### src/rtl/fifo_wr_sched_if.sv
// Write-scheduler bus: requester-side request/data signals plus the FIFO
// write-port pins (req/burst_len/i_data/full in, gnt/data_ack/done/w_en/
// data_out/busy out). "master" is the scheduler, "slave" is the attached
// requesters + FIFO.
interface fifo_wr_sched_if #(
    parameter int unsigned DATA_WIDTH = 8,
    parameter int unsigned NUM_REQ    = 4,
    parameter int unsigned LW         = 11
);
    logic [NUM_REQ-1:0]            req;
    logic [NUM_REQ*LW-1:0]         burst_len;
    logic [NUM_REQ*DATA_WIDTH-1:0] i_data;
    logic                          full;
    logic [NUM_REQ-1:0]            gnt;
    logic [NUM_REQ-1:0]            data_ack;
    logic [NUM_REQ-1:0]            done;
    logic                          w_en;
    logic [DATA_WIDTH-1:0]         data_out;
    logic                          busy;

    modport master (
        input  req, burst_len, i_data, full,
        output gnt, data_ack, done, w_en, data_out, busy
    );

    modport slave (
        output req, burst_len, i_data, full,
        input  gnt, data_ack, done, w_en, data_out, busy
    );
endinterface

### src/rtl/fifo_wr_sched.sv
// Round-robin scheduler sharing one FIFO write port among NUM_REQ requesters.
// Each grant runs one full burst, with WR_IDLE idle cycles between writes and
// writes held off while FULL is high.
// Ports: clk, rst (sync, active-high), bus (fifo_wr_sched_if.master):
//   req/burst_len/i_data per requester, full from the FIFO;
//   gnt/done/busy registered; w_en/data_out/data_ack combinational.
module fifo_wr_sched #(
    parameter int unsigned DATA_WIDTH = 8,
    parameter int unsigned NUM_REQ    = 4,
    parameter int unsigned MAX_BURST  = 1024,
    parameter int unsigned WR_IDLE    = 2
) (
    input  logic            clk,
    input  logic            rst,
    fifo_wr_sched_if.master bus
);
    localparam int unsigned LW = $clog2(MAX_BURST) + 1;
    localparam int unsigned PW = $clog2(NUM_REQ);

    localparam logic [1:0] S_IDLE  = 2'd0;
    localparam logic [1:0] S_BURST = 2'd1;
    localparam logic [1:0] S_GAP   = 2'd2;
    localparam logic [1:0] S_DONE  = 2'd3;

    localparam logic [LW-1:0] LEN_MAX  = LW'(MAX_BURST);
    localparam logic [3:0]    GAP_LOAD = 4'(WR_IDLE);

    logic [1:0]         state_q, state_d;
    logic [PW-1:0]      win_q, win_d;
    logic [PW-1:0]      ptr_q, ptr_d;
    logic [LW-1:0]      rem_q, rem_d;
    logic [3:0]         gap_q, gap_d;
    logic [NUM_REQ-1:0] gnt_q, gnt_d;
    logic [NUM_REQ-1:0] done_q, done_d;
    logic               busy_q, busy_d;

    logic [LW-1:0]         len_arr  [NUM_REQ];
    logic [DATA_WIDTH-1:0] data_arr [NUM_REQ];
    logic [NUM_REQ-1:0]    elig;

    // Unpack per-requester slices; zero-length requests are never eligible
    for (genvar g = 0; g < NUM_REQ; g++) begin : g_slice
        assign len_arr[g]  = bus.burst_len[g*LW +: LW];
        assign data_arr[g] = bus.i_data[g*DATA_WIDTH +: DATA_WIDTH];
        assign elig[g]     = bus.req[g] && (len_arr[g] != '0);
    end

    // Round-robin search starting at ptr_q, wrapping modulo NUM_REQ
    logic          found_c;
    logic [PW-1:0] pick_c;
    logic [PW:0]   idx_c;

    always_comb begin
        found_c = 1'b0;
        pick_c  = '0;
        idx_c   = '0;
        for (int unsigned j = 0; j < NUM_REQ; j++) begin
            idx_c = {1'b0, ptr_q} + (PW+1)'(j);
            if (idx_c >= (PW+1)'(NUM_REQ)) begin
                idx_c = idx_c - (PW+1)'(NUM_REQ);
            end
            if (!found_c && elig[idx_c[PW-1:0]]) begin
                found_c = 1'b1;
                pick_c  = idx_c[PW-1:0];
            end
        end
    end

    // Over-long requests are clamped when latched
    logic [LW-1:0] pick_len_c;
    assign pick_len_c = (len_arr[pick_c] > LEN_MAX) ? LEN_MAX : len_arr[pick_c];

    // A write happens in any BURST cycle the FIFO is not full
    logic w_en_c;
    assign w_en_c = (state_q == S_BURST) && !bus.full;

    function automatic logic [NUM_REQ-1:0] onehot(input logic [PW-1:0] w);
        return NUM_REQ'(1) << w;
    endfunction

    // Next-state and registered-output decode
    always_comb begin
        state_d = state_q;
        win_d   = win_q;
        ptr_d   = ptr_q;
        rem_d   = rem_q;
        gap_d   = gap_q;
        case (state_q)
            S_IDLE: begin
                if (found_c) begin
                    win_d   = pick_c;
                    rem_d   = pick_len_c;
                    state_d = S_BURST;
                end
            end
            S_BURST: begin
                if (w_en_c) begin
                    rem_d = rem_q - LW'(1);
                    if (rem_q == LW'(1)) begin
                        state_d = S_DONE;
                    end else if (GAP_LOAD != 4'd0) begin
                        gap_d   = GAP_LOAD;
                        state_d = S_GAP;
                    end
                end
            end
            S_GAP: begin
                gap_d = gap_q - 4'd1;
                if (gap_q == 4'd1) begin
                    state_d = S_BURST;
                end
            end
            S_DONE: begin
                ptr_d   = (win_q == PW'(NUM_REQ - 1)) ? '0 : win_q + PW'(1);
                state_d = S_IDLE;
            end
            default: state_d = S_IDLE;
        endcase

        gnt_d  = ((state_d == S_BURST) || (state_d == S_GAP)) ? onehot(win_d) : '0;
        done_d = (state_d == S_DONE) ? onehot(win_d) : '0;
        busy_d = (state_d != S_IDLE);
    end

    // State and output registers
    always_ff @(posedge clk) begin
        if (rst) begin
            state_q <= S_IDLE;
            win_q   <= '0;
            ptr_q   <= '0;
            rem_q   <= '0;
            gap_q   <= '0;
            gnt_q   <= '0;
            done_q  <= '0;
            busy_q  <= 1'b0;
        end else begin
            state_q <= state_d;
            win_q   <= win_d;
            ptr_q   <= ptr_d;
            rem_q   <= rem_d;
            gap_q   <= gap_d;
            gnt_q   <= gnt_d;
            done_q  <= done_d;
            busy_q  <= busy_d;
        end
    end

    assign bus.gnt      = gnt_q;
    assign bus.done     = done_q;
    assign bus.busy     = busy_q;
    assign bus.w_en     = w_en_c;
    assign bus.data_ack = gnt_q & {NUM_REQ{w_en_c}};
    assign bus.data_out = (gnt_q != '0) ? data_arr[win_q] : '0;

endmodule

### src/flat_wrapper.sv
// flat-port wrapper written by rule: the top's interface ports become plain ports
module fifo_wr_sched_flat 
#(
    parameter int unsigned DATA_WIDTH = 8,
    parameter int unsigned NUM_REQ    = 4,
    parameter int unsigned MAX_BURST  = 1024,
    parameter int unsigned WR_IDLE    = 2
)
  (clk, rst, bus_req, bus_burst_len, bus_i_data, bus_full, bus_gnt, bus_data_ack, bus_done, bus_w_en, bus_data_out, bus_busy);
  fifo_wr_sched_if #(.DATA_WIDTH(DATA_WIDTH), .NUM_REQ(NUM_REQ), .LW((11))) bus_i ();
  input  logic clk;
  input  logic rst;
  input wire logic [$bits(bus_i.req)-1:0] bus_req;
  input wire logic [$bits(bus_i.burst_len)-1:0] bus_burst_len;
  input wire logic [$bits(bus_i.i_data)-1:0] bus_i_data;
  input wire logic [$bits(bus_i.full)-1:0] bus_full;
  output wire logic [$bits(bus_i.gnt)-1:0] bus_gnt;
  output wire logic [$bits(bus_i.data_ack)-1:0] bus_data_ack;
  output wire logic [$bits(bus_i.done)-1:0] bus_done;
  output wire logic [$bits(bus_i.w_en)-1:0] bus_w_en;
  output wire logic [$bits(bus_i.data_out)-1:0] bus_data_out;
  output wire logic [$bits(bus_i.busy)-1:0] bus_busy;
  assign bus_i.req = bus_req;
  assign bus_i.burst_len = bus_burst_len;
  assign bus_i.i_data = bus_i_data;
  assign bus_i.full = bus_full;
  assign bus_gnt = bus_i.gnt;
  assign bus_data_ack = bus_i.data_ack;
  assign bus_done = bus_i.done;
  assign bus_w_en = bus_i.w_en;
  assign bus_data_out = bus_i.data_out;
  assign bus_busy = bus_i.busy;
  fifo_wr_sched #(.DATA_WIDTH(DATA_WIDTH), .NUM_REQ(NUM_REQ), .MAX_BURST(MAX_BURST), .WR_IDLE(WR_IDLE)) u_core (.clk(clk), .rst(rst), .bus(bus_i));
endmodule
### config.mk
export PLATFORM = sky130hd
export DESIGN_NAME = fifo_wr_sched_flat
export DESIGN_NICKNAME = d
export VERILOG_FILES = /design/src/rtl/fifo_wr_sched_if.sv /design/src/rtl/fifo_wr_sched.sv /design/src/flat_wrapper.sv
export SDC_FILE = /design/constraint.sdc
export NUM_CORES = 1
export LEC_CHECK = 0
export ABC_CLOCK_PERIOD_IN_PS = 5800
export CELL_PAD_IN_SITES_DETAIL_PLACEMENT = 0
export CELL_PAD_IN_SITES_GLOBAL_PLACEMENT = 1
export CORE_ASPECT_RATIO = 0.6
export CORE_MARGIN = 3
export CORE_UTILIZATION = 32
export CTS_CLUSTER_DIAMETER = 150
export DETAILED_ROUTE_END_ITERATION = 8
export GPL_TIMING_DRIVEN = 0
export PLACE_DENSITY = 0.93
export SLEW_MARGIN = 20
export SYNTH_ARGS = -nofsm -noshare
export SYNTH_HDL_FRONTEND = slang
export SYNTH_SLANG_ARGS = --single-unit
### constraint.sdc
create_clock -name clk -period 5.8 [get_ports clk]
set_clock_uncertainty 0.15 [all_clocks]
set_input_delay 0.58 -clock clk [delete_from_list [all_inputs] [get_ports clk]]
set_output_delay 0.58 -clock clk [all_outputs]
set_load 0.03 [all_outputs]
==> results by group <==
Timing
  – Final setup vio count: 0
  – Final hold slack: 0.377 ns
  – Setup TNS: 0 ns
  – Final Cycle Share: 0.616
  – Final WS setup: about 2.2 ns
  – RSZ-0062 raised after global routing: false
  – Fin crit period: ~3.6 ns
  – Max_slew headroom: 0.434
  – Fin. Hold Viols: 0
  – Worst-Margin Slew: 0.842 ns
  – Fmax: 0.280 GHz
  – Max-slew violation count: 0

Floorplan
  – Num rows: 23
  – Initial Utilization: 0.336
  – Placeable Area: about 0.007 mm2
  – # IOs: 105
  – Die Footprint: 0.00826 mm2
  – Die height: 71.6 um
  – Die extent in x: roughly 120 um

Finish
  – NumNets Final: 475
  – Layout fillers: 640
  – Ratio of cells with drive above 1 in the final layout: 0.0803
  – Multi-input gate area: 0.00159 mm2
  – Layout Utilization: 0.528
  – Diodes inserted: 0
  – Synth-to-layout area growth: 57.0%
  – Post-route cell area: 0.00360 mm2
  – Seq. cell area: 601 um2

CTS
  – Clock Tree Root: clkbuf_16
  – Clock Path Buffers: 2
  – CTS clk-pin slew, worst paths: 0.05 ns
  – Clock tree sinks: 30
  – CTS Hold Buffers Added: 0
  – Clk_lat worst skew: 0.27 ns
  – CTS resizes: 0
  – CTS buffer count: 5
  – TritonCTS clock tree: built
  – H-tree Lvls: 2
  – Number of setup buffers added after CTS: 0

Power and ir drop
  – Switching power: 0.000301 W
  – Pint: 0.000574 W
  – Peak supply drop: 0.000134 V
  – P_leak: between 1 and 1.5 nW
  – Sequential share of power: 0.291
  – Sw Share: 0.344
  – Clk pwr share: 0.299
  – Power share of the combinational group: 0.411
  – Power Density: 243 mW/mm2

Synthesis
  – Synth cell count leaders: mux2i_1, dfxtp_1, nor2_1
  – EDFF count, synth: 0
  – Sequential fraction of the synthesis area: 0.262
  – Top post-synthesis cells by area: dfxtp_1, mux2i_1, mux4_2
  – Mapped Area: 0.00229 mm2
  – Most frequent cell after synthesis: mux2i_1
  – Post-Synthesis Cells: 274
  – Post-synth top area cell: dfxtp_1
  – Synthesized Nets: 364
  – Ys flop type: dfxtp_1
  – Synth cell types: 47
  – #FFs+latches synth: 30
  – Async SR Flop Fraction: 0
  – Yosys top cell area share: 0.262
  – Yosys warns: 0
  – Post-Syn Area per Cell: 8.37 um2

Critical path
  – Startpoint types: input port
  – CP required: approximately 5.8 ns
  – Capture point of the critical path: u_core.rem_q[6]$_SDFFE_PP0P_
  – Reg2reg start: u_core.rem_q[3]$_SDFFE_PP0P_
  – Critical path data arrival time: 3.60 ns
  – RR Endpoint: u_core.bus.done[0]$_SDFF_PP0_
  – Critical path peak fanout: 10
  – R2R cell count: 10
  – Internal reg-to-reg setup slack: 3.26 ns
  – CP endpoint kind: flop
  – Critical path class: in -> reg
  – Worst setup startpoint: bus_burst_len[12]

Global route
  – GRT Util Overall: 0.176
  – Total gr overflow: 0
  – Pin count of the biggest net entering global routing: 11
  – First-pass GRT wire length: 11800 um
  – Initial antenna violation count: 0
  – Vias in the first global route: around 2500

Placement
  – Cell area after placement: ~0.0034 mm2
  – Pre-CTS setup slack: a little under 2 ns
  – Gpl congestion: 0.865
  – IO buf count: 104
  – Detailed placement HPWL: 6260 um

Routing
  – Via count: 2526
  – Vias per cell: 5.34
  – WL/cell: 15.8 um
  – Detailed Routing Iterations Pass 1: 4
  – Antenna Violating Nets Remaining: 0
  – WL final: roughly 7500 um
  – DRC: 0
  – Detailed router's first-iteration violation count: 171

Outcome
  – Status: finished clean

Min path
  – Hold Crit Class: reg -> reg

Flow run
  – Max-cap violations: 0
## flip-flops by register name, indices dropped and copies added, names as in the netlist
register         flops
u_core.gap_q         4
u_core.state_q       2
u_core.win_q         2
u_core.bus.done      4
u_core.ptr_q         2
u_core.bus.gnt       4
u_core.bus.busy      1
u_core.rem_q        11
## power by group through the flow
stage                     sequential (W)  clock (W)  combinational [W]
after detailed placement        0.000257          0           0.000357
after floorplan                 0.000260          0           0.000215
after CTS                       0.000253   0.000262           0.000358
final                           0.000254   0.000262           0.000359
after global placement          0.000257          0           0.000351
after global routing            0.000259   0.000276           0.000393
## kinds of logic after synthesis
kind of cell,Yosys count,synth area share
adders and majority gates,7,0.0382
DFF,30,0.262
and+or+nand+nor,115,0.268
AOI/OAI and AO/OA,49,0.138
muxes,41,0.225
xor gates and xnor gates,6,0.0229
buffers and inverters,26,0.0463
## layer usage
layer  global-route usage  vias up  wire length [um]
met5                    0        -                 0
met4               0.0156        0                29
met3               0.0557        4               762
met2                0.281      116              3140
met1                0.244     1167              3520
li1                     -     1239                 -
## critical path, stage by stage
cell and delay [ns]:
clkdlybuf4s50_1 0.45, or4_4 0.56, o31ai_2 0.37, a21oi_1 0.09, o211ai_2 0.29, mux2i_1 0.30, mux2_4 0.21, clkbuf_1 0.35
a21oi_1 0.14, nor4_1 0.26
## placed cells by master (no fill, tap or decap), drive strengths merged, types with 2 or more instances in the layout
master / instances
nand4: 2
ha: 7
xnor2: 2
a21oi: 22
o31ai: 2
clkbuf: 15
or4: 3
nand2: 16
nor3: 23
nand2b: 3
a31oi: 6
nor2: 25
inv: 11
mux2i: 32
buf: 6
nor4b: 2
clkdlybuf4s50: 104
a211oi: 2
and2: 6
nand3: 3
nor4: 10
nand3b: 2
and4: 2
xor2: 4
dfxtp: 30
a22oi: 2
o21ai: 7
mux4: 8
nor2b: 11
nor3b: 3
a2111oi: 3
or3: 3
## per-stage QoR
stage / power, W / cells
final: 0.000876 / 473
after global routing: 0.000928 / 473
after floorplan: 0.000475 / 274
after detailed placement: 0.000615 / 465
after CTS: 0.000874 / 473
after global placement: 0.000608 / 465
## how the worst min path moves through the flow
stage                     depth (start not counted)  slack (ns)                         start                           end
after floorplan                                   2        0.34  u_core.rem_q[4]$_SDFFE_PP0P_  u_core.rem_q[4]$_SDFFE_PP0P_
after detailed placement                          2        0.36  u_core.rem_q[4]$_SDFFE_PP0P_  u_core.rem_q[4]$_SDFFE_PP0P_
after CTS                                         2        0.37  u_core.rem_q[4]$_SDFFE_PP0P_  u_core.rem_q[4]$_SDFFE_PP0P_
after global routing                              2        0.38  u_core.rem_q[4]$_SDFFE_PP0P_  u_core.rem_q[4]$_SDFFE_PP0P_
final                                             2        0.38  u_core.rem_q[4]$_SDFFE_PP0P_  u_core.rem_q[4]$_SDFFE_PP0P_
after global placement                            2        0.36  u_core.rem_q[4]$_SDFFE_PP0P_  u_core.rem_q[4]$_SDFFE_PP0P_
## cell type report
class / instances / area share
Clock inverter: 2 / 0.00347
Inverter: 11 / 0.0115
Multi-Input combinational cell: 218 / 0.443
Clock buffer: 6 / 0.0386
Buffer: 15 / 0.0181
Timing Repair Buffer: 104 / 0.289
Tap cell: 87 / 0.0302
Sequential cell: 30 / 0.167
Note: power is estimated with default switching activity, not from simulation.
